## src/rtl/quad_encoder_channel.sv

```systemverilog
// Single-axis quadrature decoder: synchronises and filters A/B/I, then decodes x1/x2/x4
// into a signed position with optional CPR wrap, index handling and illegal-step detection.
module quad_encoder_channel #(
  parameter int WIDTH        = 32,
  parameter int CNT_WIDTH    = 16,
  parameter int FILTER_DEPTH = 4
) (
  input  logic                 clk,
  input  logic                 Reset,
  input  logic                 a_in,
  input  logic                 b_in,
  input  logic                 i_in,
  input  logic [WIDTH-1:0]     load_data,
  input  logic                 set_cpr,
  input  logic                 set_position,
  input  logic                 cpr_en,
  input  logic [1:0]           decode_mode,
  input  logic [1:0]           index_mode,
  input  logic                 clear_error,
  output logic [WIDTH-1:0]     position,
  output logic [WIDTH-1:0]     index_position,
  output logic [CNT_WIDTH-1:0] index_count,
  output logic                 direction,
  output logic                 step,
  output logic                 error
);

  localparam logic [7:0] FILT_LAST = 8'(FILTER_DEPTH - 1);

  logic [2:0] raw_in;
  logic [2:0] filt;

  assign raw_in = {i_in, b_in, a_in};

  // Lines 0/1/2 = A/B/I: two-flop synchroniser followed by a persistence filter.
  for (genvar gi = 0; gi < 3; gi++) begin : g_line
    logic       sync1_q, sync1_d;
    logic       sync2_q, sync2_d;
    logic       filt_q, filt_d;
    logic [7:0] cnt_q, cnt_d;

    always_comb begin
      sync1_d = raw_in[gi];
      sync2_d = sync1_q;
      filt_d  = filt_q;
      cnt_d   = 8'd0;
      if (sync2_q != filt_q) begin
        if (cnt_q == FILT_LAST) filt_d = sync2_q;
        else                    cnt_d  = cnt_q + 8'd1;
      end
    end

    always_ff @(posedge clk or posedge Reset) begin
      if (Reset) begin
        sync1_q <= 1'b0;
        sync2_q <= 1'b0;
        filt_q  <= 1'b0;
        cnt_q   <= 8'd0;
      end else begin
        sync1_q <= sync1_d;
        sync2_q <= sync2_d;
        filt_q  <= filt_d;
        cnt_q   <= cnt_d;
      end
    end

    assign filt[gi] = filt_q;
  end

  // Gray-sequence phase of an (A,B) pair: 00 -> 01 -> 11 -> 10 is CW.
  function automatic logic [1:0] phase_of(input logic [1:0] ab);
    case (ab)
      2'b00:   phase_of = 2'd0;
      2'b01:   phase_of = 2'd1;
      2'b11:   phase_of = 2'd2;
      default: phase_of = 2'd3;
    endcase
  endfunction

  logic [1:0]           prev_ab_q, prev_ab_d;
  logic                 primed_q, primed_d;
  logic                 index_prev_q, index_prev_d;
  logic [WIDTH-1:0]     position_q, position_d;
  logic [WIDTH-1:0]     index_position_q, index_position_d;
  logic [WIDTH-1:0]     cpr_q, cpr_d;
  logic [CNT_WIDTH-1:0] index_count_q, index_count_d;
  logic                 direction_q, direction_d;
  logic                 step_q, step_d;
  logic                 error_q, error_d;

  logic [1:0] ab_cur;
  logic       a_chg, b_chg, fwd, rev, illegal;
  logic       qual_cw, qual_ccw, count_cw, count_ccw;
  logic       cpr_active, index_evt;

  assign ab_cur = {filt[0], filt[1]};

  always_comb begin
    prev_ab_d        = ab_cur;
    primed_d         = 1'b1;
    index_prev_d     = filt[2];
    position_d       = position_q;
    index_position_d = index_position_q;
    cpr_d            = cpr_q;
    index_count_d    = index_count_q;
    direction_d      = direction_q;
    step_d           = 1'b0;
    error_d          = error_q;

    a_chg   = prev_ab_q[1] ^ ab_cur[1];
    b_chg   = prev_ab_q[0] ^ ab_cur[0];
    fwd     = (phase_of(ab_cur) == phase_of(prev_ab_q) + 2'd1);
    rev     = (phase_of(ab_cur) == phase_of(prev_ab_q) - 2'd1);
    illegal = primed_q & a_chg & b_chg;

    case (decode_mode)
      2'd0: begin
        qual_cw  = (prev_ab_q == 2'b01) && (ab_cur == 2'b11);
        qual_ccw = (prev_ab_q == 2'b11) && (ab_cur == 2'b01);
      end
      2'd1: begin
        qual_cw  = a_chg;
        qual_ccw = a_chg;
      end
      default: begin
        qual_cw  = 1'b1;
        qual_ccw = 1'b1;
      end
    endcase

    count_cw   = primed_q & fwd & qual_cw;
    count_ccw  = primed_q & rev & qual_ccw;
    cpr_active = cpr_en && (cpr_q != '0);
    index_evt  = filt[2] & ~index_prev_q;

    if (count_cw) begin
      direction_d = 1'b1;
      step_d      = 1'b1;
      position_d  = (cpr_active && position_q == cpr_q - WIDTH'(1)) ? '0 : position_q + WIDTH'(1);
    end else if (count_ccw) begin
      direction_d = 1'b0;
      step_d      = 1'b1;
      position_d  = (cpr_active && position_q == '0) ? cpr_q - WIDTH'(1) : position_q - WIDTH'(1);
    end

    if (index_evt && index_mode != 2'd0) index_count_d = index_count_q + CNT_WIDTH'(1);
    if (index_evt && index_mode == 2'd3) index_position_d = position_q;
    if (index_evt && index_mode == 2'd2 && direction_q) position_d = '0;

    // Bus writes override any decoder-driven position change in the same clock.
    if (set_position) position_d = load_data;
    if (set_cpr)      cpr_d      = load_data;

    if (illegal)          error_d = 1'b1;
    else if (clear_error) error_d = 1'b0;
  end

  always_ff @(posedge clk or posedge Reset) begin
    if (Reset) begin
      prev_ab_q        <= 2'b00;
      primed_q         <= 1'b0;
      index_prev_q     <= 1'b0;
      position_q       <= '0;
      index_position_q <= '0;
      cpr_q            <= '0;
      index_count_q    <= '0;
      direction_q      <= 1'b0;
      step_q           <= 1'b0;
      error_q          <= 1'b0;
    end else begin
      prev_ab_q        <= prev_ab_d;
      primed_q         <= primed_d;
      index_prev_q     <= index_prev_d;
      position_q       <= position_d;
      index_position_q <= index_position_d;
      cpr_q            <= cpr_d;
      index_count_q    <= index_count_d;
      direction_q      <= direction_d;
      step_q           <= step_d;
      error_q          <= error_d;
    end
  end

  assign position       = position_q;
  assign index_position = index_position_q;
  assign index_count    = index_count_q;
  assign direction      = direction_q;
  assign step           = step_q;
  assign error          = error_q;

endmodule

```

## config.mk

```make
export PLATFORM = sky130hd
export DESIGN_NAME = quad_encoder_channel
export DESIGN_NICKNAME = d
export VERILOG_FILES = /design/src/rtl/quad_encoder_channel.sv
export SDC_FILE = /design/constraint.sdc
export NUM_CORES = 1
export LEC_CHECK = 0
export ABC_AREA = 1
export BUFFER_PORTS_ARGS = -buffer_cell sky130_fd_sc_hd__buf_2
export CORE_ASPECT_RATIO = 1.75
export CORE_MARGIN = 8
export CORE_UTILIZATION = 50
export CTS_CLUSTER_SIZE = 24
export DETAILED_ROUTE_END_ITERATION = 16
export GPL_TIMING_DRIVEN = 0
export PLACE_DENSITY = 0.7
export SLEW_MARGIN = 40
export SYNTH_ARGS = -nofsm -noshare
export SYNTH_HDL_FRONTEND = slang
export SYNTH_SLANG_ARGS = --single-unit
```

## constraint.sdc

```tcl
create_clock -name clk -period 12.9 [get_ports clk]
set_clock_uncertainty 0.15 [all_clocks]
set_input_delay 1.935 -clock clk [delete_from_list [all_inputs] [get_ports clk]]
set_output_delay 1.935 -clock clk [all_outputs]
set_load 0.02 [all_outputs]
```

==> flow_summary.ini, run 1 <==
[critical_path]
path_buf_inv = 5
end_kind = register
path_class = in2reg
critPathLaunch = decode_mode[0]
crit_family = simple AND/OR/NAND/NOR gates
critPathMaxStageDelay_ns = 0.56
cp_max_fo = 10
worstSetupStartpointType = input pin
slowest_stage = nor2_2
crit_chain = buf_2 > inv_1 > nand3_1 > nand3_1 > nand2_1 > nor2_2 > inv_1 > nand3_2 > clkbuf_1 > nand2_1 > inv_1 > a21oi_1
r2r_start = cpr_q[0]
crit_top_cell = inv_1
cp.arrival_ns = 4.13
required_ns = 13.08

[min_path]
hold_path.class = reg2reg
worstHoldStart = g_line[2].sync1_q

[timing]
relSlewSlack_pct = 53.42
whs_ns = 0.2043
period_needed_ns = 3.943
timing.fmax_mhz = 253.6
tns_ns = 0
hold_viol_final = 0
fin_crit_sh_pct = 30.57
worst_pin_slew_ns = 0.6980
rsz0062_at_grt = false
drv_slew = 0
setup_ws_ns = 8.957
setup_viol = 0

[synthesis]
synthTopCellsByArea = dfrtp_1 (36%), nand2_1 (18%), nor2_1 (6.8%)
yosysUniqueCellTypes = 39
syn_inst = 1585
ys_ff_latch = 152
synth_compound_area_share_pct = 8.491
synthMuxAreaShare_pct = 0.2144
syn_area_um2 = 10510
synthAdderAreaFrac_pct = 1.548
yosys.area.top_type = dfrtp_1
ys_seq_area_share_pct = 36.20
synth-simple-area-share_pct = 36.95
yosys.area.top_type_share_pct = 36.20
synth_xor_area_share_pct = 6.812
synth_nets = 1643
syn_area_per_cell_um2 = 6.629
yosysWarnings = 0
synth_top_family_by_area = simple AND/OR/NAND/NOR gates

[global_route]
grt_pass1_wl_um = 61480
antenna_found_initial = 0
gr-total-overflow = 0
grt_pass1_vias = 11030
grt.total_usage_pct = 31.30
grt_max_degree = 80

[clock_tree]
postCtsSetupBuffers = 0
cts_resized = 0
clkLatencyLatePin_ns = 0.45
max-clock-path-buffers = 2
htree_levels = 4
cts_sinks = 152
holdBufCountCts = 0
clkTransAtPathRegs_ns = 0.06
cts_made_buffers = 17
cts_root_buf = clkbuf_16
tritoncts = built

[final_layout]
stdcell_area_um2 = 12050
final_cell_count_no_fill = 1995
nFillCells = 2074
finalNetCount = 1788
seq_area_um2 = 3804
multiInputGateArea_um2 = 5679
antennaDiodeCount = 0
drive_gt1_share_pct = 12.97
synthToLayoutAreaGrowth_pct = 14.73

[route]
wl_met2_um = 21590
drt-met1-wl_um = 13420
drc = 0
wire_per_inst_um = 20.10
initialDrtViolationCount = 676
num_vias = 10980
top_layer = met4
wl_met3_um = 1967
wl_um = 40090
ant_nets = 0
drt-pass1-iter-count = 5
detail_route.vias_per_cell = 5.504

[floorplan]
rows = 70
core_um2 = 20760
die_area_um2 = 26090
ios = 128
die_y_um = 207.8
die_w_um = 125.6
initial_core_util_pct = 50.61

[pwr]
power.net_switching_mw = 1.406
leakage_nw = 6.201
peakVddDrop_mv = 0.1328
p_comb_share_pct = 54.8
swShare_pct = 50.84
p_per_area_nw_per_um2 = 229.4
p_seq_share_pct = 27.1
p_int_mw = 1.360
clockPowerShare_pct = 18.1

[place]
numPlacedInstances = 1963
dpl_cell_area_um2 = 11480
numPortBuffers = 125
place_ws_ns = 8.586
hpwl_um = 32040
gp_congestion = 1.011

[job]
drv_cap = 0

[outcome]
status = finished, final reports clean
==> power by group through the flow <==
stage / Combinational [mW] / Clock, mW / Sequential [mW]
global route: 1.66 / 0.524 / 0.768
detailed placement: 1.50 / 0 / 0.756
CTS: 1.50 / 0.506 / 0.749
floorplan: 0.858 / 0 / 0.863
finish: 1.51 / 0.500 / 0.750
global placement: 1.48 / 0 / 0.753
==> state kept, by name, indices dropped and copies added, names as in the netlist <==
signal and count:
cpr_q 32, g_line.cnt_q 24, error 1, index_count 16, g_line.sync1_q 3, primed_q 1
position 32, step 1, g_line.filt_q 3, index_prev_q 1, g_line.sync2_q 3, direction 1
prev_ab_q 2, index_position 32
==> cell type report <==
| class | count | area share [%] |
|---|---|---|
| multi-input combinational | 1180 | 47.11 |
| sequential | 152 | 31.55 |
| inverter | 192 | 6.041 |
| timing repair buffer | 126 | 5.418 |
| clock buffer | 21 | 3.737 |
| tap | 252 | 2.616 |
| buffer | 61 | 2.512 |
| clock inverter | 11 | 1.007 |
==> synth_stat cells <==
cell	count
mux2_2	2
nor4_1	9
nand3_4	1
buf_1	1
xor3_1	1
nand3_1	115
nor2_2	14
nor3_1	30
ha_1	13
inv_1	182
and3_1	1
nand4_1	25
nor3_2	2
a31oi_1	7
nor3b_2	2
nand3_2	4
conb_1	1
buf_2	14
nand3b_1	1
nand2_2	4
nand2_1	502
nor2_1	189
o21ai_0	91
nor2_4	6
dfrtp_1	152
xor2_1	67
o21ai_1	5
a21oi_1	69
clkinv_1	2
nand2_4	3
a211oi_1	1
o31ai_1	1
buf_4	3
xnor2_1	12
inv_2	8
buf_6	6
nor2_8	1
clkbuf_1	37
o211ai_1	1
==> layer usage <==
metal | vias to the layer above | global-route usage [%]
met5 | - | 0
met4 | 0 | 24.16
met3 | 142 | 5.813
met2 | 401 | 58.14
met1 | 5170 | 29.49
li1 | 5268 | -
==> cells by family after synthesis <==
group | Yosys count
flip-flops | 152
buffers and inverters | 253
multiplexers | 2
AND/OR/NAND/NOR | 909
AO/OA/AOI/OAI | 175
XOR/XNOR | 80
adder cells (fa/ha/maj) | 13
other | 1
==> placed cells by master, fill, tap and decap left out, drive strengths merged, types with 7 or more instances in the layout <==
cell,Yosys,layout
a21oi,69,69
a31oi,7,7
buf,24,150
clkbuf,37,58
clkinv,2,7
dfrtp,152,152
ha,13,13
inv,190,192
nand2,509,509
nand3,120,120
nand4,25,25
nor2,210,210
nor3,32,32
nor4,9,9
o21ai,96,96
xnor2,12,12
xor2,67,67
==> path summary, 6_finish.rpt <==
kind                                          end  slack, ns  depth (start not counted)
min in group asynchronous                    step       1.38                          2
worst max-delay path                  position[5]       8.96                         12
max in group asynchronous                cpr_q[5]      10.41                          3
worst max register to register       position[15]       9.45                         14
worst min register to register  g_line[2].sync2_q       0.20                          0
worst min-delay path            g_line[2].sync2_q       0.20                          0
==> stage by stage <==
stage                     utilization [%]  power, mW
after floorplan                         -      1.721
after global placement              55.15      2.230
after detailed placement            55.32      2.251
after CTS                           58.07      2.757
after global routing                58.07      2.956
final                               58.07      2.766
==> worst reg2reg max path: stages (launching register included) <==
cell	delay (ns)
dfrtp_1	0.44
inv_2	0.17
ha_1	0.26
nand2_2	0.12
nor2_4	0.26
nand2_1	0.11
o21ai_1	0.51
inv_1	0.20
nand2_2	0.27
inv_2	0.18
nand3_1	0.13
o21ai_0	0.12
a21oi_1	0.17
nand2_1	0.07
a21oi_1	0.19
Note: power is estimated with default switching activity, not from simulation.
==> run 2, diff against run 1 <==
--- a/config.mk
+++ b/config.mk
@@ -13,7 +13,7 @@
 export CTS_CLUSTER_SIZE = 24
 export DETAILED_ROUTE_END_ITERATION = 16
 export GPL_TIMING_DRIVEN = 0
-export PLACE_DENSITY = 0.7
+export PLACE_DENSITY = 0.73
 export SLEW_MARGIN = 40
 export SYNTH_ARGS = -nofsm -noshare
 export SYNTH_HDL_FRONTEND = slang
==> constraint.sdc (replaced) <==
create_clock -name clk -period 3.6 [get_ports clk]
set_clock_uncertainty 0.15 [all_clocks]
set_input_delay 0.54 -clock clk [delete_from_list [all_inputs] [get_ports clk]]
set_output_delay 0.54 -clock clk [all_outputs]
set_load 0.02 [all_outputs]
==> flow_summary.ini, run 2 (synthesis results as in run 1) <==
[route]
num_vias = 10870
ant_nets = 0
drc = 0
drt-pass1-iter-count = 5
detail_route.vias_per_cell = 5.433
wl_um = 40210
initialDrtViolationCount = 702
wire_per_inst_um = 20.09

[critical_path]
worstSetupStartpointType = register
slowest_stage = dfrtp_1
required_ns = 3.76
cp_max_fo = 10
cp.arrival_ns = 3.54
end_kind = register
crit_family = simple AND/OR/NAND/NOR gates
crit_top_cell = nand2_1
path_buf_inv = 2
critPathMaxStageDelay_ns = 0.42
crit_chain = inv_2 > ha_1 > nand2_2 > nor2_4 > nand3_1 > xor2_2 > nand2_1 > nand2_1 > nand3_1 > nor2_1 > nand3_4 > buf_6 > nand2_1 > nand2_1 > nand2_1 > a21oi_1
worst-path-stages = 16
path_class = reg2reg
rr_worst_depth = 16
rrSetupSlack_ns = 0.23

[final_layout]
final_cell_count_no_fill = 2001
nFillCells = 2094
drive_gt1_share_pct = 13.38
synthToLayoutAreaGrowth_pct = 16.28
antennaDiodeCount = 0
final_cell_mix = nand2_1 (502), nor2_1 (189), inv_1 (181), dfrtp_1 (152), buf_2 (139)
final_util_pct = 58.85
stdcell_area_um2 = 12220
finalNetCount = 1795
final_common_cell = nand2_1

[timing]
rsz0062_at_grt = false
worst_pin_slew_ns = 0.7689
timing.fmax_mhz = 296.4
setup_ws_ns = 0.2262
setup_viol = 0
hold_viol_final = 0
fin_crit_sh_pct = 93.72
drv_slew = 0
period_needed_ns = 3.374
relSlewSlack_pct = 48.74

[global_route]
grt_pass1_wl_um = 60520
grt_pass1_vias = 10800
grt.total_usage_pct = 30.84
grt_max_degree = 28
gr-total-overflow = 0
antenna_found_initial = 0

[clock_tree]
cts_sinks = 152
tritoncts = built
max-clock-path-buffers = 2
clkTransAtPathRegs_ns = 0.07
cts_made_buffers = 17
clkLatencyLatePin_ns = 0.44
htree_levels = 4
cts_root_buf = clkbuf_16

[place]
numPlacedInstances = 1969
place_ws_ns = 0.3301
dpl_cell_area_um2 = 11620
numPortBuffers = 125
hpwl_um = 32960
gp_congestion = 0.9820

[pwr]
p_per_area_nw_per_um2 = 814.3
leakage_nw = 6.264
peakVddDrop_mv = 0.4428

[floorplan]
ios = 128
core_um2 = 20760
die_w_um = 125.6
die_area_um2 = 26090
initial_core_util_pct = 50.61
die_y_um = 207.8
rows = 70

[min_path]
hold_path.class = in2reg
hold_path_depth = 1

[outcome]
status = finished, final reports clean

[job]
drv_cap = 0
## run 2: cell count changes in the layout (fill, tap and decap cells not counted), sizes merged
cell / previous run / this run
buf: 150 / 156
clkbuf: 58 / 57
clkinvlp: 2 / 4
dlygate4sd3: 0 / 1
inv: 192 / 190
## run 2: worst reg2reg max path, stage by stage (launching register included)
cell and delay (ns):
dfrtp_1 0.42, inv_2 0.17, ha_1 0.26, nand2_2 0.11, nor2_4 0.27, nand3_1 0.26
xor2_2 0.37, nand2_1 0.09, nand2_1 0.08, nand3_1 0.06, nor2_1 0.24, nand3_4 0.18
buf_6 0.19, nand2_1 0.06, nand2_1 0.12, nand2_1 0.14, a21oi_1 0.08
## run 2: cell type report
type	instances	area, um^2	share of cell area [%]
Buffer	61	302.8	2.478
Sequential cell	152	3804	31.13
Multi-Input combinational cell	1180	5694	46.61
Inverter	192	724.4	5.930
Timing Repair Buffer	133	805.8	6.596
Clock buffer	20	446.7	3.656
Tap cell	252	315.3	2.581
Clock inverter	11	123.9	1.014
## run 2: what timing repair did
item	4_1_cts	5_1_grt
gates resized for setup	0	2
hold buffers	1	0
buffers inserted	0	0
hold endpoints to repair	5	0
endpoints found under the setup margin	0	1
## run 2: metrics by stage
stage / setup TNS [ns] / hold slack, ns / power, mW
after CTS: 0 / 0.05082 / 9.932
after global routing: 0 / 0.05567 / 10.56
final: 0 / 0.06617 / 9.948
after global placement: -0.1187 / 0.1947 / 8.050
after floorplan: 0 / 0.1812 / 6.167
after detailed placement: 0 / 0.1878 / 8.128
## run 2: report_power, final
| group | internal [mW] | switching (mW) |
|---|---|---|
| Combinational | 1.62 | 3.87 |
| Clock | 1.03 | 0.731 |
| Sequential | 2.23 | 0.461 |
| Total | 4.89 | 5.06 |
## run 2: metal layers
layer / GRT usage [%] / vias to the layer above / wire, um
li1: - / 5287 / -
met2: 57.97 / 404 / 21560
met3: 4.655 / 145 / 1627
met4: 26.60 / 0 / 3560
met5: 0 / - / 0
met1: 28.08 / 5035 / 13460
## run 2: worst paths after layout
| kind | from | end |
|---|---|---|
| setup reg to reg | cpr_q[0] | position[28] |
| setup / recovery | cpr_q[0] | position[28] |
| hold reg to reg | g_line[0].sync1_q | g_line[0].sync2_q |
| min in group asynchronous | Reset | g_line[2].sync2_q |
| max in group asynchronous | Reset | g_line[2].cnt_q[2] |
| hold / removal | i_in | g_line[2].sync1_q |
